==> src/rtl/mist1032isa_mem_pkg.sv <==
// Shared encodings and lane helpers for the data-memory requester.
// Byte offset 0 is the most significant lane of a 32-bit word (big-endian lanes).
package mist1032isa_mem_pkg;

  typedef enum logic [1:0] {
    ORDER_BYTE = 2'b00,
    ORDER_HALF = 2'b01,
    ORDER_WORD = 2'b10,
    ORDER_NONE = 2'b11
  } order_e;

  localparam logic [3:0] MASK_BYTE0   = 4'b1000;
  localparam logic [3:0] MASK_HALF_HI = 4'b1100;
  localparam logic [3:0] MASK_HALF_LO = 4'b0011;
  localparam logic [3:0] MASK_WORD    = 4'b1111;
  localparam logic [3:0] MASK_NONE    = 4'b0000;

  // Tag layout: {ADDR[2:0], ORDER}; ADDR[2] picks the half of the returned line.
  localparam int TAG_W = 5;

  function automatic logic func_misaligned(input logic [1:0] order, input logic [1:0] off);
    case (order)
      ORDER_BYTE: func_misaligned = 1'b0;
      ORDER_HALF: func_misaligned = off[0];
      ORDER_WORD: func_misaligned = (off != 2'b00);
      default:    func_misaligned = 1'b1;
    endcase
  endfunction

  function automatic logic [3:0] func_lane_mask(input logic [1:0] order, input logic [1:0] off);
    case (order)
      ORDER_BYTE: func_lane_mask = MASK_BYTE0 >> off;
      ORDER_HALF: func_lane_mask = off[1] ? MASK_HALF_LO : MASK_HALF_HI;
      ORDER_WORD: func_lane_mask = MASK_WORD;
      default:    func_lane_mask = MASK_NONE;
    endcase
  endfunction

  function automatic logic [31:0] func_lane_data(input logic [1:0] order, input logic [1:0] off,
                                                 input logic [31:0] data);
    case (order)
      ORDER_BYTE: func_lane_data = {24'h0, data[7:0]} << {2'd3 - off, 3'b000};
      ORDER_HALF: func_lane_data = off[1] ? {16'h0, data[15:0]} : {data[15:0], 16'h0};
      ORDER_WORD: func_lane_data = data;
      default:    func_lane_data = 32'h0;
    endcase
  endfunction

  function automatic logic [31:0] func_extract(input logic [63:0] line, input logic [TAG_W-1:0] tag);
    logic [31:0] word;
    word = tag[4] ? line[63:32] : line[31:0];
    case (tag[1:0])
      ORDER_BYTE: func_extract = (word >> {2'd3 - tag[3:2], 3'b000}) & 32'h0000_00FF;
      ORDER_HALF: func_extract = tag[3] ? (word & 32'h0000_FFFF) : (word >> 16);
      ORDER_WORD: func_extract = word;
      default:    func_extract = 32'h0;
    endcase
  endfunction

endpackage

==> src/rtl/mist1032isa_sync_fifo.sv <==
// Single-clock FIFO with show-ahead read data; writes when full and reads
// when empty are ignored.
module mist1032isa_sync_fifo #(
  parameter int P_N       = 16,
  parameter int P_DEPTH   = 4,
  parameter int P_DEPTH_N = 2
)(
  input  logic           iCLOCK,
  input  logic           inRESET,
  input  logic           iWR_EN,
  input  logic [P_N-1:0] iWR_DATA,
  output logic           oWR_FULL,
  input  logic           iRD_EN,
  output logic [P_N-1:0] oRD_DATA,
  output logic           oRD_EMPTY
);

  logic [P_DEPTH_N:0] r_wr_ptr;
  logic [P_DEPTH_N:0] r_rd_ptr;
  logic [P_N-1:0]     r_mem [P_DEPTH];
  logic               w_wr;
  logic               w_rd;

  // Extra pointer MSB distinguishes full from empty when the indices match.
  assign oWR_FULL  = (r_wr_ptr[P_DEPTH_N] != r_rd_ptr[P_DEPTH_N]) &&
                     (r_wr_ptr[P_DEPTH_N-1:0] == r_rd_ptr[P_DEPTH_N-1:0]);
  assign oRD_EMPTY = (r_wr_ptr == r_rd_ptr);
  assign w_wr      = iWR_EN && !oWR_FULL;
  assign w_rd      = iRD_EN && !oRD_EMPTY;
  assign oRD_DATA  = r_mem[r_rd_ptr[P_DEPTH_N-1:0]];

  always_ff @(posedge iCLOCK or negedge inRESET) begin
    if (!inRESET) begin
      r_wr_ptr <= '0;
      r_rd_ptr <= '0;
    end else begin
      if (w_wr) r_wr_ptr <= r_wr_ptr + 1'b1;
      if (w_rd) r_rd_ptr <= r_rd_ptr + 1'b1;
    end
  end

  always_ff @(posedge iCLOCK) begin
    if (w_wr) r_mem[r_wr_ptr[P_DEPTH_N-1:0]] <= iWR_DATA;
  end

endmodule

==> src/rtl/mist1032isa_memory_requester.sv <==
// Load/store requester: stages one pipeline request, issues it to the 64-bit
// data memory and returns in-order, zero-extended load data.
module mist1032isa_memory_requester
  import mist1032isa_mem_pkg::*;
#(
  parameter int P_TAG_DEPTH   = 4,
  parameter int P_TAG_DEPTH_N = 2
)(
  input  logic        iCLOCK,
  input  logic        inRESET,
  input  logic        iREQ_VALID,
  output logic        oREQ_BUSY,
  input  logic        iREQ_RW,
  input  logic [1:0]  iREQ_ORDER,
  input  logic [25:0] iREQ_ADDR,
  input  logic [31:0] iREQ_DATA,
  output logic        oERR_MISALIGN,
  output logic        oRD_VALID,
  input  logic        iRD_BUSY,
  output logic [31:0] oRD_DATA,
  output logic        oMEMORY_REQ,
  input  logic        iMEMORY_LOCK,
  output logic [1:0]  oMEMORY_ORDER,
  output logic [3:0]  oMEMORY_MASK,
  output logic        oMEMORY_RW,
  output logic [25:0] oMEMORY_ADDR,
  output logic [31:0] oMEMORY_DATA,
  input  logic        iMEMORY_VALID,
  output logic        oMEMORY_LOCK,
  input  logic [63:0] iMEMORY_DATA
);

  logic             r_stage_vld_p0;
  logic             r_stage_rw_p0;
  logic [1:0]       r_stage_order_p0;
  logic [25:0]      r_stage_addr_p0;
  logic [3:0]       r_stage_mask_p0;
  logic [31:0]      r_stage_data_p0;
  logic             r_err_p0;
  logic             r_rsp_vld_p1;
  logic [31:0]      r_rsp_data_p1;

  logic             w_misalign;
  logic             w_accept;
  logic             w_mem_req;
  logic             w_fire;
  logic             w_tag_push;
  logic             w_tag_pop;
  logic             w_tag_full;
  logic             w_tag_empty;
  logic             w_mem_lock;
  logic [TAG_W-1:0] w_tag_wr;
  logic [TAG_W-1:0] w_tag_rd;

  assign w_misalign = func_misaligned(iREQ_ORDER, iREQ_ADDR[1:0]);
  // Stores never wait on tag space; reads need a free tag before issuing.
  assign w_mem_req  = r_stage_vld_p0 && (r_stage_rw_p0 || !w_tag_full);
  assign w_fire     = w_mem_req && !iMEMORY_LOCK;
  assign oREQ_BUSY  = r_stage_vld_p0 && !w_fire;
  assign w_accept   = iREQ_VALID && !oREQ_BUSY;

  // ---- stage p0: request register ----
  always_ff @(posedge iCLOCK or negedge inRESET) begin
    if (!inRESET) begin
      r_stage_vld_p0   <= 1'b0;
      r_stage_rw_p0    <= 1'b0;
      r_stage_order_p0 <= 2'b00;
      r_stage_addr_p0  <= '0;
      r_stage_mask_p0  <= '0;
      r_stage_data_p0  <= '0;
      r_err_p0         <= 1'b0;
    end else begin
      r_err_p0 <= w_accept && w_misalign;
      if (w_accept && !w_misalign) begin
        r_stage_vld_p0   <= 1'b1;
        r_stage_rw_p0    <= iREQ_RW;
        r_stage_order_p0 <= iREQ_ORDER;
        r_stage_addr_p0  <= iREQ_ADDR;
        r_stage_mask_p0  <= func_lane_mask(iREQ_ORDER, iREQ_ADDR[1:0]);
        r_stage_data_p0  <= func_lane_data(iREQ_ORDER, iREQ_ADDR[1:0], iREQ_DATA);
      end else if (w_fire) begin
        r_stage_vld_p0 <= 1'b0;
      end
    end
  end

  assign oMEMORY_REQ   = w_mem_req;
  assign oMEMORY_RW    = r_stage_rw_p0;
  assign oMEMORY_ORDER = r_stage_order_p0;
  assign oMEMORY_ADDR  = r_stage_addr_p0;
  assign oMEMORY_MASK  = r_stage_mask_p0;
  assign oMEMORY_DATA  = r_stage_data_p0;
  assign oERR_MISALIGN = r_err_p0;

  assign w_tag_wr   = {r_stage_addr_p0[2:0], r_stage_order_p0};
  assign w_tag_push = w_fire && !r_stage_rw_p0;
  // Data arriving with no outstanding tag is discarded without popping.
  assign w_tag_pop  = iMEMORY_VALID && !w_tag_empty && !w_mem_lock;
  assign w_mem_lock = r_rsp_vld_p1 && iRD_BUSY;

  mist1032isa_sync_fifo #(
    .P_N       (TAG_W),
    .P_DEPTH   (P_TAG_DEPTH),
    .P_DEPTH_N (P_TAG_DEPTH_N)
  ) u_tag_fifo (
    .iCLOCK    (iCLOCK),
    .inRESET   (inRESET),
    .iWR_EN    (w_tag_push),
    .iWR_DATA  (w_tag_wr),
    .oWR_FULL  (w_tag_full),
    .iRD_EN    (w_tag_pop),
    .oRD_DATA  (w_tag_rd),
    .oRD_EMPTY (w_tag_empty)
  );

  // ---- stage p1: response register ----
  always_ff @(posedge iCLOCK or negedge inRESET) begin
    if (!inRESET) begin
      r_rsp_vld_p1  <= 1'b0;
      r_rsp_data_p1 <= '0;
    end else if (w_tag_pop) begin
      r_rsp_vld_p1  <= 1'b1;
      r_rsp_data_p1 <= func_extract(iMEMORY_DATA, w_tag_rd);
    end else if (!iRD_BUSY) begin
      r_rsp_vld_p1  <= 1'b0;
    end
  end

  assign oRD_VALID    = r_rsp_vld_p1;
  assign oRD_DATA     = r_rsp_data_p1;
  assign oMEMORY_LOCK = w_mem_lock;

endmodule

==> config.mk <==
export PLATFORM = sky130hd
export DESIGN_NAME = mist1032isa_memory_requester
export DESIGN_NICKNAME = d
export VERILOG_FILES = /design/src/rtl/mist1032isa_mem_pkg.sv /design/src/rtl/mist1032isa_sync_fifo.sv /design/src/rtl/mist1032isa_memory_requester.sv
export SDC_FILE = /design/constraint.sdc
export NUM_CORES = 1
export LEC_CHECK = 0
export CAP_MARGIN = 20
export CELL_PAD_IN_SITES_DETAIL_PLACEMENT = 1
export CELL_PAD_IN_SITES_GLOBAL_PLACEMENT = 2
export CORE_MARGIN = 4
export CORE_UTILIZATION = 26
export CTS_CLUSTER_SIZE = 12
export DETAILED_ROUTE_END_ITERATION = 6
export PLACE_DENSITY = 0.78
export SLEW_MARGIN = 20
export SYNTH_ARGS = -nofsm -noshare
export SYNTH_HDL_FRONTEND = slang
export SYNTH_SLANG_ARGS = --single-unit
==> constraint.sdc <==
create_clock -name iCLOCK -period 2.9 [get_ports iCLOCK]
set_input_delay 0.87 -clock iCLOCK [delete_from_list [all_inputs] [get_ports iCLOCK]]
set_output_delay 0.87 -clock iCLOCK [all_outputs]
set_load 0.05 [all_outputs]
==> results of run 1 <==
cells by family (layout without fill, tap and decap cells):
group,count (synthesis),in the layout,synth area share
AOI/OAI and AO/OA,94,94,0.109
muxes,64,64,0.120
xor gates and xnor gates,8,8,0.0118
adders and majority gates,5,5,0.0105
buffers and inverters,44,303,0.0360
and+or+nand+nor,236,236,0.167
DFF,126,126,0.547
critical path: cells and delay by family, from the launching register on:
family | cells | cell delay [ns]
buf+inv | 2 | 0.30
xor+xnor | 1 | 0.23
compound gates | 1 | 0.14
flops | 1 | 0.47
simple gates | 1 | 0.31
routing by layer:
metal	vias to the layer above	GRT usage
li1	2513	-
met1	2522	0.203
met2	229	0.268
met3	17	0.0756
met4	0	0.0509
met5	-	0
flip-flops by register name, summed over array words and instances (netlist names), 2 cells and up:
name	cells
oMEMORY_ADDR	26
oMEMORY_DATA	32
oMEMORY_MASK	4
oMEMORY_ORDER	2
oRD_DATA	32
u_tag_fifo.r_mem	20
u_tag_fifo.r_rd_ptr	3
u_tag_fifo.r_wr_ptr	3
where the power goes:
group	switching, mW	internal [mW]
Combinational	3.46	1.97
Clock	0.816	1.28
Sequential	0.353	2.39
Total	4.63	5.64
per-stage QoR:
stage	util	hold WS, ns	cells	power (mW)
after global routing	0.415	0.451	1121	10.9
after detailed placement	0.389	0.459	1089	8.26
final	0.415	0.431	1121	10.3
after CTS	0.415	0.433	1121	10.4
after global placement	0.389	0.450	1089	8.20
after floorplan	-	0.498	577	6.22
layout by cell type, fill, tap and decap left out, types with 7 or more instances in the layout:
cell type        netlist  layout
nor2_1                53      53
buf_12                 1       7
o21ai_0               22      22
clkdlybuf4s50_1        0     228
a221oi_1              16      16
nand2_1              151     151
a22oi_1               16      16
edfxtp_1              20      20
o21ai_1               10       9
inv_1                  7       7
mux2_2                17      17
a222oi_1               8       8
buf_4                  1      29
a21oi_1                9       9
dfrtp_1              106     106
clkbuf_16              0      18
a31oi_1                8       8
nand3_1                9       9
mux2i_1               43      43
what timing repair did:
action / 4_1_cts / 5_1_grt
gates resized for setup: 0 / 1
endpoints found under the hold margin: 0 / 0
endpoints found under the setup margin: 0 / 1
final timing paths:
path                                              from               to  slack (ns)
min in group iCLOCK                    oMEMORY_DATA[0]  oMEMORY_DATA[0]        0.47
worst max-delay path            u_tag_fifo.r_rd_ptr[0]        oREQ_BUSY        0.17
max in group asynchronous                      inRESET     oRD_DATA[14]        1.79
worst max register to register  u_tag_fifo.r_rd_ptr[0]  oMEMORY_ADDR[4]        0.38
worst min register to register         oMEMORY_DATA[0]  oMEMORY_DATA[0]        0.47
worst min-delay path                           inRESET     oRD_DATA[21]        0.43
final cells by class:
cell class                 count  share of cell area
clock buffer                  20              0.0510
clock inverter                12              0.0117
inverter                       7             0.00280
multi-input combinational    407               0.268
sequential                   126               0.347
tap                          285              0.0380
timing repair buffer         264               0.282
==> metrics.csv, run 1 <==
stage,metric,value,unit
status,outcome,"finished, final reports clean",
global_route,grt_start_max_net_pins,40,
synthesis,synthDistinctLibCells,41,
place,dpl_cell_area,8780,sq um
pwr,power_per_cell_area,1090,nW/um^2
place,io_buffers,232,
synthesis,synth.yosys.seq_area_share,0.547,
timing,setup-tns-final,0,ns
synthesis,synth_seq_cells,126,
floorplan,initial_core_util,0.264,
cells_and_area,design_area,9380,sq um
critical_path,cp_data_arrival_time,1.86,ns
clock_tree,clkSlewWorstSetupHoldPaths,0.06,ns
synthesis,synthArstFlopShare,0.841,
place,hpwl,16.1,mm
detailed_routing,firstDrtPassIters,7,
critical_path,crit_slowest_cell,dfrtp_1,
detailed_routing,remaining_drc_errors,0,
clock_tree,clk_latency,0.42,ns
critical_path,crit_type,flip-flop to primary output,
cells_and_area,drive_gt1_frac,0.116,
detailed_routing,vias_per_cell,4.71,
synthesis,synth_top_flop_cell,dfrtp_1,
clock_tree,h-tree-depth,4,
critical_path,ff2ff_path_depth,7,
floorplan,die_w,159,um
synthesis,yosysMostFrequentCell,nand2_1,
synthesis,avgSynthCellArea,10.3,sq um
cells_and_area,area_growth,57.6,%
timing,skew,0.0104,ns
detailed_routing,met3_length,2.16,mm
critical_path,path_cells,"xor2_1, nor4_2, o21ai_0, inv_1, buf_12",
clock_tree,cts_sinks,126,
detailed_routing,wirelength,21.1,mm
floorplan,ios,233,
clock_tree,clock_path_buffers,2,
global_route,overflow,0,
detailed_routing,vias,5281,
timing,setup_viol,0,
clock_tree,cts_root_buf,clkbuf_16,
pwr,p_leak,3.99,nW
cells_and_area,seqCellArea,3250,sq um
timing,hold_viol,0,
place,place_ws,0.0501,ns
cells_and_area,nNetsFinal,959,
synthesis,ys_top_cells_by_count,"nand2_1 (151), dfrtp_1 (106), nor2_1 (53)",
synthesis,synth_edf_count,20,
synthesis,syn-num-nets,713,
global_route,grt_pass1_vias,5625,
cells_and_area,fillers,2519,
job,max_cap_viol_count,0,
clock_tree,postCtsSetupBuffers,0,
detailed_routing,drtIter0Drc,226,
synthesis,synthCells,577,
floorplan,core-area,22600,sq um
detailed_routing,ant_nets,0,
critical_path,max_stage_delay,0.47,ns
place,place.gp.congestion,0.774,
critical_path,worstPathRequired,2.03,ns
clock_tree,cts_tree,yes,
cells_and_area,multi_input_area,2510,sq um
timing,rsz0062_at_grt,no,
detailed_routing,wl_per_cell,18.8,um
detailed_routing,wl_met1,8.78,mm
critical_path,critPathLaunchType,flip-flop,
floorplan,dieArea,25400,sq um
synthesis,yosys.area.top_type,dfrtp_1,
pwr,peakVddDrop,0.000436,V
detailed_routing,top_layer,met4,
timing,slew_headroom,0.516,
synthesis,synth_top_area_frac,0.446,
timing,tightest_slew,0.725,ns
detailed_routing,wl_met2,9.78,mm
floorplan,num_rows,55,
synthesis,synth_area_leaders,"dfrtp_1 (45%), edfxtp_1 (10%), nand2_1 (9.5%)",
hold_path,worstHoldPathType,input pin to async pin,
timing,fmax,366,MHz
critical_path,cp_max_fo,5,
timing,finalCritPeriodShare,0.941,
timing,drv_slew,0,
global_route,grt_pass1_wl,33.1,mm
synthesis,synth_warnings,0,
floorplan,fp.dieH,159,um
synthesis,synth_area,5950,sq um
timing,fin_crit,2.73,ns
critical_path,endpoint_kind,primary output,
timing,fin_ws,0.170,ns
clock_tree,hold_buffers,0,
global_route,grt_usage,0.167,
clock_tree,numCtsBuffers,17,
cells_and_area,antenna_cells,0,
global_route,antenna_found_initial,0,
(Power assumes the default switching activity.)
==> run 2, diff against run 1 <==
--- a/config.mk
+++ b/config.mk
@@ -5,7 +5,7 @@
 export SDC_FILE = /design/constraint.sdc
 export NUM_CORES = 1
 export LEC_CHECK = 0
-export CAP_MARGIN = 20
+export CAP_MARGIN = 0
 export CELL_PAD_IN_SITES_DETAIL_PLACEMENT = 1
 export CELL_PAD_IN_SITES_GLOBAL_PLACEMENT = 2
 export CORE_MARGIN = 4
==> results of run 2 <==
Final layout, timing and power as in run 1 (identical DEF).
==> run 3, diff against run 2 <==
--- a/config.mk
+++ b/config.mk
@@ -9,11 +9,13 @@
 export CELL_PAD_IN_SITES_DETAIL_PLACEMENT = 1
 export CELL_PAD_IN_SITES_GLOBAL_PLACEMENT = 2
 export CORE_MARGIN = 4
-export CORE_UTILIZATION = 26
+export CORE_UTILIZATION = 29
 export CTS_CLUSTER_SIZE = 12
 export DETAILED_ROUTE_END_ITERATION = 6
-export PLACE_DENSITY = 0.78
+export PLACE_DENSITY = 0.79
+export SKIP_LAST_GASP = 1
 export SLEW_MARGIN = 20
 export SYNTH_ARGS = -nofsm -noshare
 export SYNTH_HDL_FRONTEND = slang
+export SYNTH_HIERARCHICAL = 1
 export SYNTH_SLANG_ARGS = --single-unit
==> run 3 against run 2 <==
Against the previous run:
- core utilization up 2.8 points
- via count increased by 6.0%
- hold slack better by 0.050 ns
- final cell count is 2.0% higher
- routed wire length grew 11%
- largest power group unchanged
==> metrics.csv, run 3 <==
stage,metric,value,unit
status,outcome,"finished, final reports clean",
synthesis,syn-num-nets,717,
timing,hold_viol,0,
timing,slew_headroom,0.443,
critical_path,path_buf_inv,3,
synthesis,synth_area_leaders,"dfrtp_1 (39%), mux2i_1 (9.7%), edfxtp_1 (8.8%)",
clock_tree,h-tree-depth,4,
floorplan,fp.dieH,162,um
detailed_routing,ant_nets,0,
critical_path,cp_data_arrival_time,1.86,ns
cells_and_area,area_growth,48.7,%
global_route,grt_start_max_net_pins,107,
detailed_routing,drtIter0Drc,283,
critical_path,r2r_slack,0.20,ns
global_route,antenna_found_initial,0,
timing,skew,0.0129,ns
synthesis,synth_area,6830,sq um
clock_tree,clock_path_buffers,2,
pwr,peakVddDrop,0.000404,V
global_route,grt_pass1_wl,36.4,mm
global_route,overflow,0,
clock_tree,hold_buffers,0,
synthesis,yosys.area.top_type,dfrtp_1,
clock_tree,cts_sinks,126,
floorplan,initial_core_util,0.298,
synthesis,avgSynthCellArea,11.8,sq um
clock_tree,clkSlewWorstSetupHoldPaths,0.06,ns
clock_tree,numCtsBuffers,17,
detailed_routing,wirelength,23.3,mm
pwr,p_leak,4.37,nW
place,hpwl,17.5,mm
synthesis,synth_top_flop_cell,dfrtp_1,
global_route,grt_usage,0.177,
hold_path,min_path_cells,2,
synthesis,synthDistinctLibCells,46,
cells_and_area,drive_gt1_frac,0.179,
critical_path,max_stage_delay,0.47,ns
clock_tree,clk_latency,0.42,ns
cells_and_area,final_common_cell,clkdlybuf4s50_1,
synthesis,yosysMostFrequentCell,dfrtp_1,
hold_path,hp-start,oRD_DATA[27],
critical_path,crit_path_start,u_tag_fifo/r_wr_ptr[1],
critical_path,crit_slowest_cell,dfrtp_2,
critical_path,cp_max_fo,7,
synthesis,synthCells,581,
critical_path,critPathLaunchType,flip-flop,
timing,finalCritPeriodShare,0.941,
detailed_routing,vias,5599,
synthesis,synth_warnings,6,
detailed_routing,remaining_drc_errors,0,
critical_path,rr_endpoint,oRD_DATA[2],
synthesis,synth.yosys.seq_area_share,0.476,
cells_and_area,nNetsFinal,952,
clock_tree,cts_root_buf,clkbuf_16,
place,dpl_cell_area,9520,sq um
place,place.gp.congestion,0.808,
floorplan,dieArea,26100,sq um
synthesis,synth_top_area_frac,0.388,
cells_and_area,final_cell_mix,"clkdlybuf4s50_1 (228), dfrtp_1 (102), mux2i_1 (66)",
place,io_buffers,232,
detailed_routing,vias_per_cell,4.90,
hold_path,worstHoldPathType,flip-flop to flip-flop,
synthesis,ys_top_cells_by_count,"dfrtp_1 (106), mux2i_1 (66), nand2_1 (57)",
synthesis,synth_seq_cells,126,
critical_path,rr_startpoint,u_tag_fifo/r_rd_ptr[0],
hold_path,hold_path_end,oRD_DATA[27],
cells_and_area,fin_cells,1143,
timing,setup_viol,0,
synthesis,synthArstFlopShare,0.841,
job,max_cap_viol_count,0,
timing,drv_slew,0,
floorplan,core-area,22900,sq um
detailed_routing,firstDrtPassIters,4,
timing,fmax,366,MHz
pwr,power_per_cell_area,1000,nW/um^2
critical_path,worstPathRequired,2.03,ns
floorplan,num_rows,55,
synthesis,synth_edf_count,20,
floorplan,ios,233,
critical_path,critical-path-top-delay-family,flip-flops,
timing,tightest_slew,0.828,ns
critical_path,crit_type,flip-flop to primary output,
detailed_routing,wl_per_cell,20.4,um
place,dp_cells,1105,
clock_tree,cts_tree,yes,
timing,fin_crit,2.73,ns
critical_path,ff2ff_path_depth,7,
floorplan,die_w,162,um
critical_path,worst-path-stages,7,
cells_and_area,design_area,10200,sq um
critical_path,endpoint_kind,primary output,
cells_and_area,fillers,2446,
critical_path,path_cells,"xnor2_2, nand3_2, inv_1, nor2b_2, o21ai_1, inv_2, buf_6",
global_route,grt_pass1_vias,6304,
## run 3: what timing repair did
action,in CTS,in global routing
gates cloned,0,0
resized for setup,6,3
pin swaps,2,2
setup buffers,2,3
setup endpoints to repair,2,1
## run 3: kinds of logic (layout without fill, tap and decap cells)
logic type                 Yosys count  after routing  share of synthesized area
and+or+nand+nor                    145            145                      0.103
DFF                                126            126                      0.476
muxes                              124            124                      0.221
AOI/OAI and AO/OA                  117            117                      0.131
buffers and inverters               54            302                     0.0432
xor gates and xnor gates            10             10                     0.0161
adders and majority gates            5              5                    0.00915
other                                0              1                          0
## run 3: final cells by class
type / instances / area, sq um / share of cell area
multi-input cells: 401 / 3320 / 0.327
well taps: 313 / 392 / 0.0385
clock inverters: 14 / 140 / 0.0138
repair buffers: 260 / 2580 / 0.254
inverters: 10 / 37.5 / 0.00369
diodes: 1 / 2.50 / 0.000246
clock buffers: 18 / 429 / 0.0422
flip-flops and latches: 126 / 3260 / 0.321
## run 3: worst min-delay path, delay by kind of cell (launching register included)
kind	cells	cell delay (ns)
AO/OA/AOI/OAI	1	0.06
flip-flops	1	0.34
AND/OR/NAND/NOR	1	0.05
## run 3: worst max path at each step
stage,end
after floorplan,u_tag_fifo/r_mem[3][0]
after global placement,oMEMORY_DATA[17]
after detailed placement,oMEMORY_DATA[19]
after CTS,oREQ_BUSY
after global routing,oREQ_BUSY
final,oREQ_BUSY
## run 3: where the power goes
part / leakage (nW) / internal (mW) / switching, mW / total [mW]
logic: 2.59 / 2.12 / 3.36 / 5.47
registers: 1.51 / 2.29 / 0.349 / 2.64
clock network: 0.273 / 1.26 / 0.817 / 2.08
## run 3: stage by stage
stage,setup slack [ns],TNS (ns),hold WS (ns),util,total power [mW]
final,0.171,0,0.480,0.443,10.2
after global routing,-0.00271,-0.00271,0.513,0.443,10.7
after CTS,0.0531,0,0.487,0.442,10.3
after detailed placement,0.104,0,0.473,0.415,8.06
after global placement,0.164,0,0.463,0.415,7.92
after floorplan,0.143,0,0.500,-,6.20
## run 3: routing by layer
metal	part of all wire	routed length, um	track usage
met2	0.47	10900	0.286
met1	0.45	10400	0.231
met4	0.019	434	0.0527
met3	0.066	1550	0.0498
met5	0	0	0
